## src/rtl/clz_seq_if.sv

```systemverilog
// ============================================================================
//  Module      : clz_seq_if
//  Description : Operand-in / result-out handshake bundle for clz_seq.
//  Revision    : 1.0 - initial release
// ============================================================================
`default_nettype none

interface clz_seq_if #(
  parameter int WIDTH = 64
);
  localparam int CW = $clog2(WIDTH) + 1;

  logic             in_valid;
  logic             in_ready;
  logic [WIDTH-1:0] in_data;
  logic             out_valid;
  logic             out_ready;
  logic [CW-1:0]    out_count;
  logic             out_zero;
  logic             busy;

  modport master (
    output in_valid, in_data, out_ready,
    input  in_ready, out_valid, out_count, out_zero, busy
  );

  modport slave (
    input  in_valid, in_data, out_ready,
    output in_ready, out_valid, out_count, out_zero, busy
  );
endinterface

`default_nettype wire

```

## src/rtl/clz_seq.sv

```systemverilog
// ============================================================================
//  Module      : clz_seq
//  Description : Iterative leading-zero counter, one CHUNK-bit slice per cycle
//                from the MSB end. Optional macro CLZ_SEQ_EARLY_EXIT_EN ends
//                the scan on the first nonzero chunk.
//  Revision    : 1.0 - initial release
// ============================================================================
`default_nettype none

module clz_seq_chunk_clz #(
  parameter int CHUNK = 16,
  parameter int PW    = $clog2(CHUNK)
) (
  input  wire logic [CHUNK-1:0] din,
  output logic      [PW-1:0]    pout,
  output logic                  valid
);
  // Later (higher) set bits override earlier ones, leaving the MSB-most hit.
  always_comb begin
    pout = '0;
    for (int i = 0; i < CHUNK; i++) begin
      if (din[i]) pout = PW'(CHUNK - 1 - i);
    end
  end

  assign valid = |din;
endmodule

module clz_seq #(
  parameter int WIDTH = 64,
  parameter int CHUNK = 16
) (
  input wire logic clk,
  input wire logic rst_n,
  clz_seq_if.slave bus
);
  localparam int NCHUNK = WIDTH / CHUNK;
  localparam int CW     = $clog2(WIDTH) + 1;
  localparam int PW     = $clog2(CHUNK);
  localparam int IW     = (NCHUNK > 1) ? $clog2(NCHUNK) : 1;

  typedef enum logic [1:0] {
    IDLE = 2'd0,
    SCAN = 2'd1,
    DONE = 2'd2
  } state_t;

  state_t           r_state;
  logic [WIDTH-1:0] r_sr;
  logic [IW-1:0]    r_idx;
  logic             r_found;
  logic [CW-1:0]    r_cnt;
  logic             r_out_valid;
  logic [CW-1:0]    r_out_count;
  logic             r_out_zero;

  logic [CHUNK-1:0] w_chunk;
  logic [PW-1:0]    w_pout;
  logic             w_cvalid;
  logic             w_hit;
  logic             w_found_next;
  logic [CW-1:0]    w_cnt_next;
  logic             w_last;
  logic             w_exit;

  assign w_chunk = r_sr[WIDTH-1 -: CHUNK];

  clz_seq_chunk_clz #(
    .CHUNK (CHUNK),
    .PW    (PW)
  ) u_clz (
    .din   (w_chunk),
    .pout  (w_pout),
    .valid (w_cvalid)
  );

  // Only the first nonzero chunk contributes; idx*CHUNK is a plain shift.
  assign w_hit        = !r_found && w_cvalid;
  assign w_found_next = r_found || w_cvalid;
  assign w_cnt_next   = w_hit ? ((CW'(r_idx) << PW) + CW'(w_pout)) : r_cnt;
  assign w_last       = (r_idx == IW'(NCHUNK - 1));

`ifdef CLZ_SEQ_EARLY_EXIT_EN
  assign w_exit = w_last || w_hit;
`else
  assign w_exit = w_last;
`endif

  always_ff @(posedge clk or negedge rst_n) begin
    if (!rst_n) begin
      r_state     <= IDLE;
      r_sr        <= '0;
      r_idx       <= '0;
      r_found     <= 1'b0;
      r_cnt       <= '0;
      r_out_valid <= 1'b0;
      r_out_count <= '0;
      r_out_zero  <= 1'b0;
    end else begin
      case (r_state)
        IDLE: begin
          if (bus.in_valid) begin
            r_sr    <= bus.in_data;
            r_idx   <= '0;
            r_found <= 1'b0;
            r_cnt   <= '0;
            r_state <= SCAN;
          end
        end
        SCAN: begin
          r_sr    <= r_sr << CHUNK;
          r_idx   <= r_idx + IW'(1);
          r_found <= w_found_next;
          r_cnt   <= w_cnt_next;
          if (w_exit) begin
            r_state     <= DONE;
            r_out_valid <= 1'b1;
            r_out_zero  <= !w_found_next;
            r_out_count <= w_found_next ? w_cnt_next : CW'(WIDTH);
          end
        end
        DONE: begin
          if (bus.out_ready) begin
            r_state     <= IDLE;
            r_out_valid <= 1'b0;
          end
        end
        default: r_state <= IDLE;
      endcase
    end
  end

  assign bus.in_ready  = (r_state == IDLE);
  assign bus.busy      = (r_state != IDLE);
  assign bus.out_valid = r_out_valid;
  assign bus.out_count = r_out_count;
  assign bus.out_zero  = r_out_zero;
endmodule

`default_nettype wire

```

## src/flat_wrapper.sv

```systemverilog
// flat-port wrapper written by rule: the top's interface ports become plain ports
module clz_seq_flat 
#(
  parameter int WIDTH = 64,
  parameter int CHUNK = 16
)
  (clk, rst_n, bus_in_valid, bus_in_data, bus_out_ready, bus_in_ready, bus_out_valid, bus_out_count, bus_out_zero, bus_busy);
  clz_seq_if #(.WIDTH(WIDTH)) bus_i ();
  input wire logic clk;
  input wire logic rst_n;
  input wire logic [$bits(bus_i.in_valid)-1:0] bus_in_valid;
  input wire logic [$bits(bus_i.in_data)-1:0] bus_in_data;
  input wire logic [$bits(bus_i.out_ready)-1:0] bus_out_ready;
  output wire logic [$bits(bus_i.in_ready)-1:0] bus_in_ready;
  output wire logic [$bits(bus_i.out_valid)-1:0] bus_out_valid;
  output wire logic [$bits(bus_i.out_count)-1:0] bus_out_count;
  output wire logic [$bits(bus_i.out_zero)-1:0] bus_out_zero;
  output wire logic [$bits(bus_i.busy)-1:0] bus_busy;
  assign bus_i.in_valid = bus_in_valid;
  assign bus_i.in_data = bus_in_data;
  assign bus_i.out_ready = bus_out_ready;
  assign bus_in_ready = bus_i.in_ready;
  assign bus_out_valid = bus_i.out_valid;
  assign bus_out_count = bus_i.out_count;
  assign bus_out_zero = bus_i.out_zero;
  assign bus_busy = bus_i.busy;
  clz_seq #(.WIDTH(WIDTH), .CHUNK(CHUNK)) u_core (.clk(clk), .rst_n(rst_n), .bus(bus_i));
endmodule
```

## config.mk

```make
export PLATFORM = sky130hd
export DESIGN_NAME = clz_seq_flat
export DESIGN_NICKNAME = d
export VERILOG_FILES = /design/src/rtl/clz_seq_if.sv /design/src/rtl/clz_seq.sv /design/src/flat_wrapper.sv
export SDC_FILE = /design/constraint.sdc
export NUM_CORES = 1
export LEC_CHECK = 0
export CORE_AREA = 2 2 93 95
export CTS_CLUSTER_DIAMETER = 150
export CTS_CLUSTER_SIZE = 8
export DETAILED_ROUTE_END_ITERATION = 6
export DIE_AREA = 0 0 95 97
export PLACE_DENSITY = 0.77
export SLEW_MARGIN = 40
export SYNTH_ARGS = -nofsm -noshare
export SYNTH_HDL_FRONTEND = slang
export SYNTH_HIERARCHICAL = 1
export SYNTH_SLANG_ARGS = --single-unit
```

## constraint.sdc

```tcl
create_clock -name clk -period 2.4 [get_ports clk]
set_clock_uncertainty 0.1 [all_clocks]
set_input_delay 0.24 -clock clk [delete_from_list [all_inputs] [get_ports clk]]
set_output_delay 0.24 -clock clk [all_outputs]
set_load 0.005 [all_outputs]
```

### Word-level counts from Yosys, hierarchy flattened

Index checks and enable logic that the tools add are counted.
Widths: inputs -> output; s select.

* flip-flop bits (word level): 85
* input bits: 68
* output and inout bits: 11
* word-level logic and storage cells: 62

* add/subtract/negate cells: 2
* equal/unequal tests: 6
* muxes and demuxes: 33
* reduce and logical (&&, ||, !) cells: 13

Operator list (count)
* $pmux 64 s2: 1
* $mux 4: 16
* $mux 64: 1
* $mux 7: 3
* $reduce_or 16->1: 1
* $pmux 7 s2: 1
* $mux 2: 4
* $add 6x4->7: 1
* $pmux 2 s3: 1
* $reduce_and 3->1: 2
* $reduce_bool 2->1: 3
* $eq 2x2->1 const B: 2
* $ne 2x2->1 const B: 2
* $pmux 1 s2: 2
* $pmux 2 s2: 1
* $reduce_and 2->1: 2
* $mux 1: 3
* $add 2x1->2 const B: 1
* $eq 2x1->1 const B: 1
* $logic_not 1->1: 2
* $logic_not 2->1: 1
* $ne 2x1->1 const B: 1
* $logic_and 1x1->1: 1
* $logic_or 1x1->1: 1

### Depth between registers and ports, before layout

* word-level depth: 19
* gate-level depth with buffers: 8
* mapped depth without buffers: 6

### Modules after synthesis

Netlist, hierarchy kept.

Modules (own cells, without submodules)
* clz_seq: times used 1, cells each 394, area each 3988.8 µm², sequential area each 2127.0 µm²
* clz_seq_chunk_clz: times used 1, cells each 34, area each 176.4 µm², sequential area each 0.0 µm²

### Worst setup path before layout

OpenSTA, ideal clock, no wires.

* path type: register -> register
* from: reg u_core.r_sr[59]
* to: reg u_core.r_out_count[2], in the netlist u_core/bus.out_count[2]
* setup time: 0.131 ns
* data arrival time: 1.543 ns
* path slack: 0.626 ns
* cell stages (with the launch flop): 7
* buffers on the path: 0
* period minus slack after synthesis: 1.774 ns
* path through: dfrtp_1 > nor4_2 > nand3_1 > or3_1 > nor2b_1 > a22oi_1 > o21ai_0

* elaborated cells between the ends (all ways): 11

RTL lines
* start, declared: RTL line clz_seq.sv:49 `logic [WIDTH-1:0] r_sr;`
* start signal, assigned: RTL line clz_seq.sv:103 `r_sr <= bus.in_data;`
* start signal, assigned: RTL line clz_seq.sv:111 `r_sr <= r_sr << CHUNK;`
* $reduce_or 16->1 *: RTL line clz_seq.sv:26 `assign valid = |din;`
* net u_core.w_cvalid: RTL line clz_seq.sv:59 `logic w_cvalid;`
* $logic_and 1x1->1: RTL line clz_seq.sv:78 `assign w_hit = !r_found && w_cvalid;`
* $mux 7: RTL line clz_seq.sv:80 `assign w_cnt_next = w_hit ? ((CW'(r_idx) << PW) + CW'(w_pout)) : r_cnt;`
* $mux 7 *: RTL line clz_seq.sv:119 `r_out_count <= w_found_next ? w_cnt_next : CW'(WIDTH);`
* end signal, assigned: RTL line clz_seq.sv:119
* end, declared: RTL line clz_seq.sv:54 `logic [CW-1:0] r_out_count;`

The timed path passes the listed nets; every way through them passes the cells marked *.
A chain may end at the register's enable or synchronous reset.

### Final worst setup path

* from: reg u_core.r_sr[59]
* to: reg u_core.r_cnt[5]

* elaborated cells between the ends (all ways): 10

RTL lines
* $reduce_or 16->1: RTL line clz_seq.sv:26
* net u_core.w_cvalid: RTL line clz_seq.sv:59
* $logic_and 1x1->1: RTL line clz_seq.sv:78
* $mux 7: RTL line clz_seq.sv:80
* $pmux 7 s2: RTL line clz_seq.sv:100 `case (r_state)`
* end signal, assigned: RTL line clz_seq.sv:114 `r_cnt <= w_cnt_next;`
* end, declared: RTL line clz_seq.sv:52 `logic [CW-1:0] r_cnt;`

The timed path passes the listed nets, and every way through them passes these cells.

==> flow_metrics.tcl <==
set metrics [dict create \
    crit_type "flop to flop" \
    synth_adder_area_share_pct 0.300 \
    insertedDiodeCount 0 \
    die_w_um 95 \
    yosysTopAreaCell "dfrtp_1" \
    antenna_found_initial 0 \
    nets 563 \
    critPathMaxFanout 7 \
    ys_ff_latch 85 \
    fmax_mhz 463 \
    num_vias 3677 \
    firstDrtPassIters 5 \
    cp-end-kind "flop" \
    p_leak_uw 0.00215 \
    crit_required_ns 2.57 \
    yosysTopAreaCellShare_pct 51.1 \
    n_fill_cell 629 \
    ir_drop_uv 529 \
    pre_cts_ws_ns 0.375 \
    synth-edff-count 0 \
    clockBufferDepth 2 \
    grt_pass1_vias 3500 \
    io_pins 79 \
    grt_pass1_wl_um 17700 \
    fin_util_pct 64.4 \
    slew_headroom_pct 57.7 \
    overflow 0 \
    worstSkewPairLatency_ns 0.35 \
    drive_above_1_share_pct 8.03 \
    syn_to_final_growth_pct 25.7 \
    start_kind "flop" \
    cts_max_level 3 \
    wl_met1_um 4530 \
    setup_viol 0 \
    syn_area_per_cell_sq_um 9.73 \
    fin_crit_ns 2.16 \
    routabilityCongestion 0.886 \
    worst_pin_slew_ns 0.632 \
    synth_fp_nets 497 \
    p_total_uw 5790 \
    synth_area_sq_mm 0.00417 \
    start_util_pct 51.2 \
    synth_compound_area_share_pct 30.3 \
    cts.sinks 85 \
    layout_commonest_cell "dfrtp_1" \
    worstPathArrival_ns 2.32 \
    syn_inst 428 \
    dieArea_sq_mm 0.00922 \
    drc 0 \
    powerDensity_mw_per_mm2 1110 \
    cts.clk_slew.worst_paths_ns 0.08 \
    grtUsageTotal_pct 24.6 \
    cts_buffers 9 \
    cap_violations 0 \
    synth_top_family_by_area "compound AO/OA/AOI/OAI gates" \
    postCtsSetupBuffers 0 \
    post_drt_wl_per_cell_um 17.5 \
    final_cell_mix "dfrtp_1, clkdlybuf4s50_1, a22oi_1, a21oi_1, o21ai_0" \
    coreArea_sq_mm 0.00813 \
    min_path_type "primary input to async pin" \
    chipHeight_um 97 \
    numPortBuffers 78 \
    synthMuxAreaShare_pct 0.541 \
    worst_slack_ns 0.242 \
    rsz0062_at_grt "no" \
    root_buffer "clkbuf_8" \
    num_rows 33 \
    async_flop_share_pct 100 \
    cts_tree "built" \
    yosysWarnings 6 \
    wirelength_um 10600 \
    synth_cell_types 36 \
    outcome "finished clean" \
    yosys.area_share.simple_pct 12.9 \
    route.met2.wl_um 5030 \
    final.period_utilization_pct 89.9 \
    netlist_top_cells_area "dfrtp_1, a22oi_1, nor2b_1, a21oi_1, o21ai_0" \
    ctsResizeCount 0 \
    final_hold_viol_count 0 \
    ys_seq_area_share_pct 51.1 \
    fin_setup_tns_ns 0 \
    ant_nets 0 \
    drt_iter0_drc 395 \
    grt_max_degree 57 \
    synthXorXnorAreaFrac_pct 0 \
    routed-wl-met3_um 798 \
    dp_hpwl_um 7190 \
    vias_per_cell 6.10 \
    ys.flop_type "dfrtp_1" \
    top_layer_used "met4" \
    report.final.slew_viol_count 0 \
    holdWs_ns 0.250 \
]
## layer usage
metal | track usage [%] | vias to the layer above
met5 | 0 | -
met4 | 9.48 | 0
met3 | 3.58 | 19
met2 | 37.3 | 179
met1 | 35.7 | 1774
li1 | - | 1705
## what timing repair did
| action | CTS | global route |
|---|---|---|
| setup endpoints to repair | 0 | 0 |
| endpoints found under the hold margin | 29 | 0 |
| hold buffers | 1 | 0 |
## power breakdown
| part | switching [uW] | internal (uW) |
|---|---|---|
| logic | 1300 | 1050 |
| clock network | 494 | 528 |
| registers | 508 | 1910 |
## area by class of cell
class                   count  area, sq um  area share, %
flip-flops and latches     85         2130           40.7
multi-input cells         302         1850           35.4
repair buffers             89          896           17.1
clock buffers              11          151           2.89
well taps                 105          131           2.51
clock inverters             4         47.5          0.908
inverters                   7         28.8          0.550
## Yosys cell counts, drive strengths merged, types with 2 or more instances
cell	number
a31oi	2
o21ai	63
nor2	10
inv	7
a21oi	57
nand2b	2
mux2	2
a22o	17
nand3	2
clkbuf	12
nand2	20
nor4	2
nor2b	52
buf	22
dfrtp	85
o31ai	2
o22ai	2
a22oi	60
## metrics by stage
stage          area, sq um  std cells
5_1_grt               5240        603
2_1_floorplan         4170        428
6_report              5240        603
4_1_cts               5240        603
3_5_place_dp          5030        587
3_3_place_gp          5020        587
## logic make-up after synthesis
logic type / Yosys count
AND/OR/NAND/NOR: 94
flip-flops: 85
adder cells (fa/ha/maj): 1
AO/OA/AOI/OAI: 205
buffers and inverters: 41
multiplexers: 2
## final timing paths
kind	startpoint	to	slack, ns	depth (start not counted)
min in group clk	bus_in_valid	u_core/r_sr[47]	0.27	4
setup reg to reg	u_core/r_sr[59]	u_core/r_cnt[5]	0.24	6
max in group asynchronous	rst_n	u_core/bus.out_zero	1.32	3
setup / recovery	u_core/r_sr[59]	u_core/r_cnt[5]	0.24	6
hold reg to reg	u_core/bus.out_count[1]	u_core/bus.out_count[1]	0.38	2
hold / removal	rst_n	u_core/r_sr[6]	0.25	2
## worst max-delay path, stage by stage (launching register included)
cell	delay (ns)
dfrtp_1	0.43
nor4_2	0.37
nand3_1	0.13
or3_1	0.41
nand2b_1	0.26
a22oi_1	0.16
o21ai_0	0.20
## flip-flops by register name, summed over array words and instances (netlist names)
register and cells:
u_core/r_found 1, u_core/bus.out_zero 1, u_core/r_idx 2, u_core/r_sr 64
u_core/r_state 2, u_core/r_cnt 7, u_core/bus.out_count 7, u_core/bus.out_valid 1
Power figures use the tool's default switching activity.
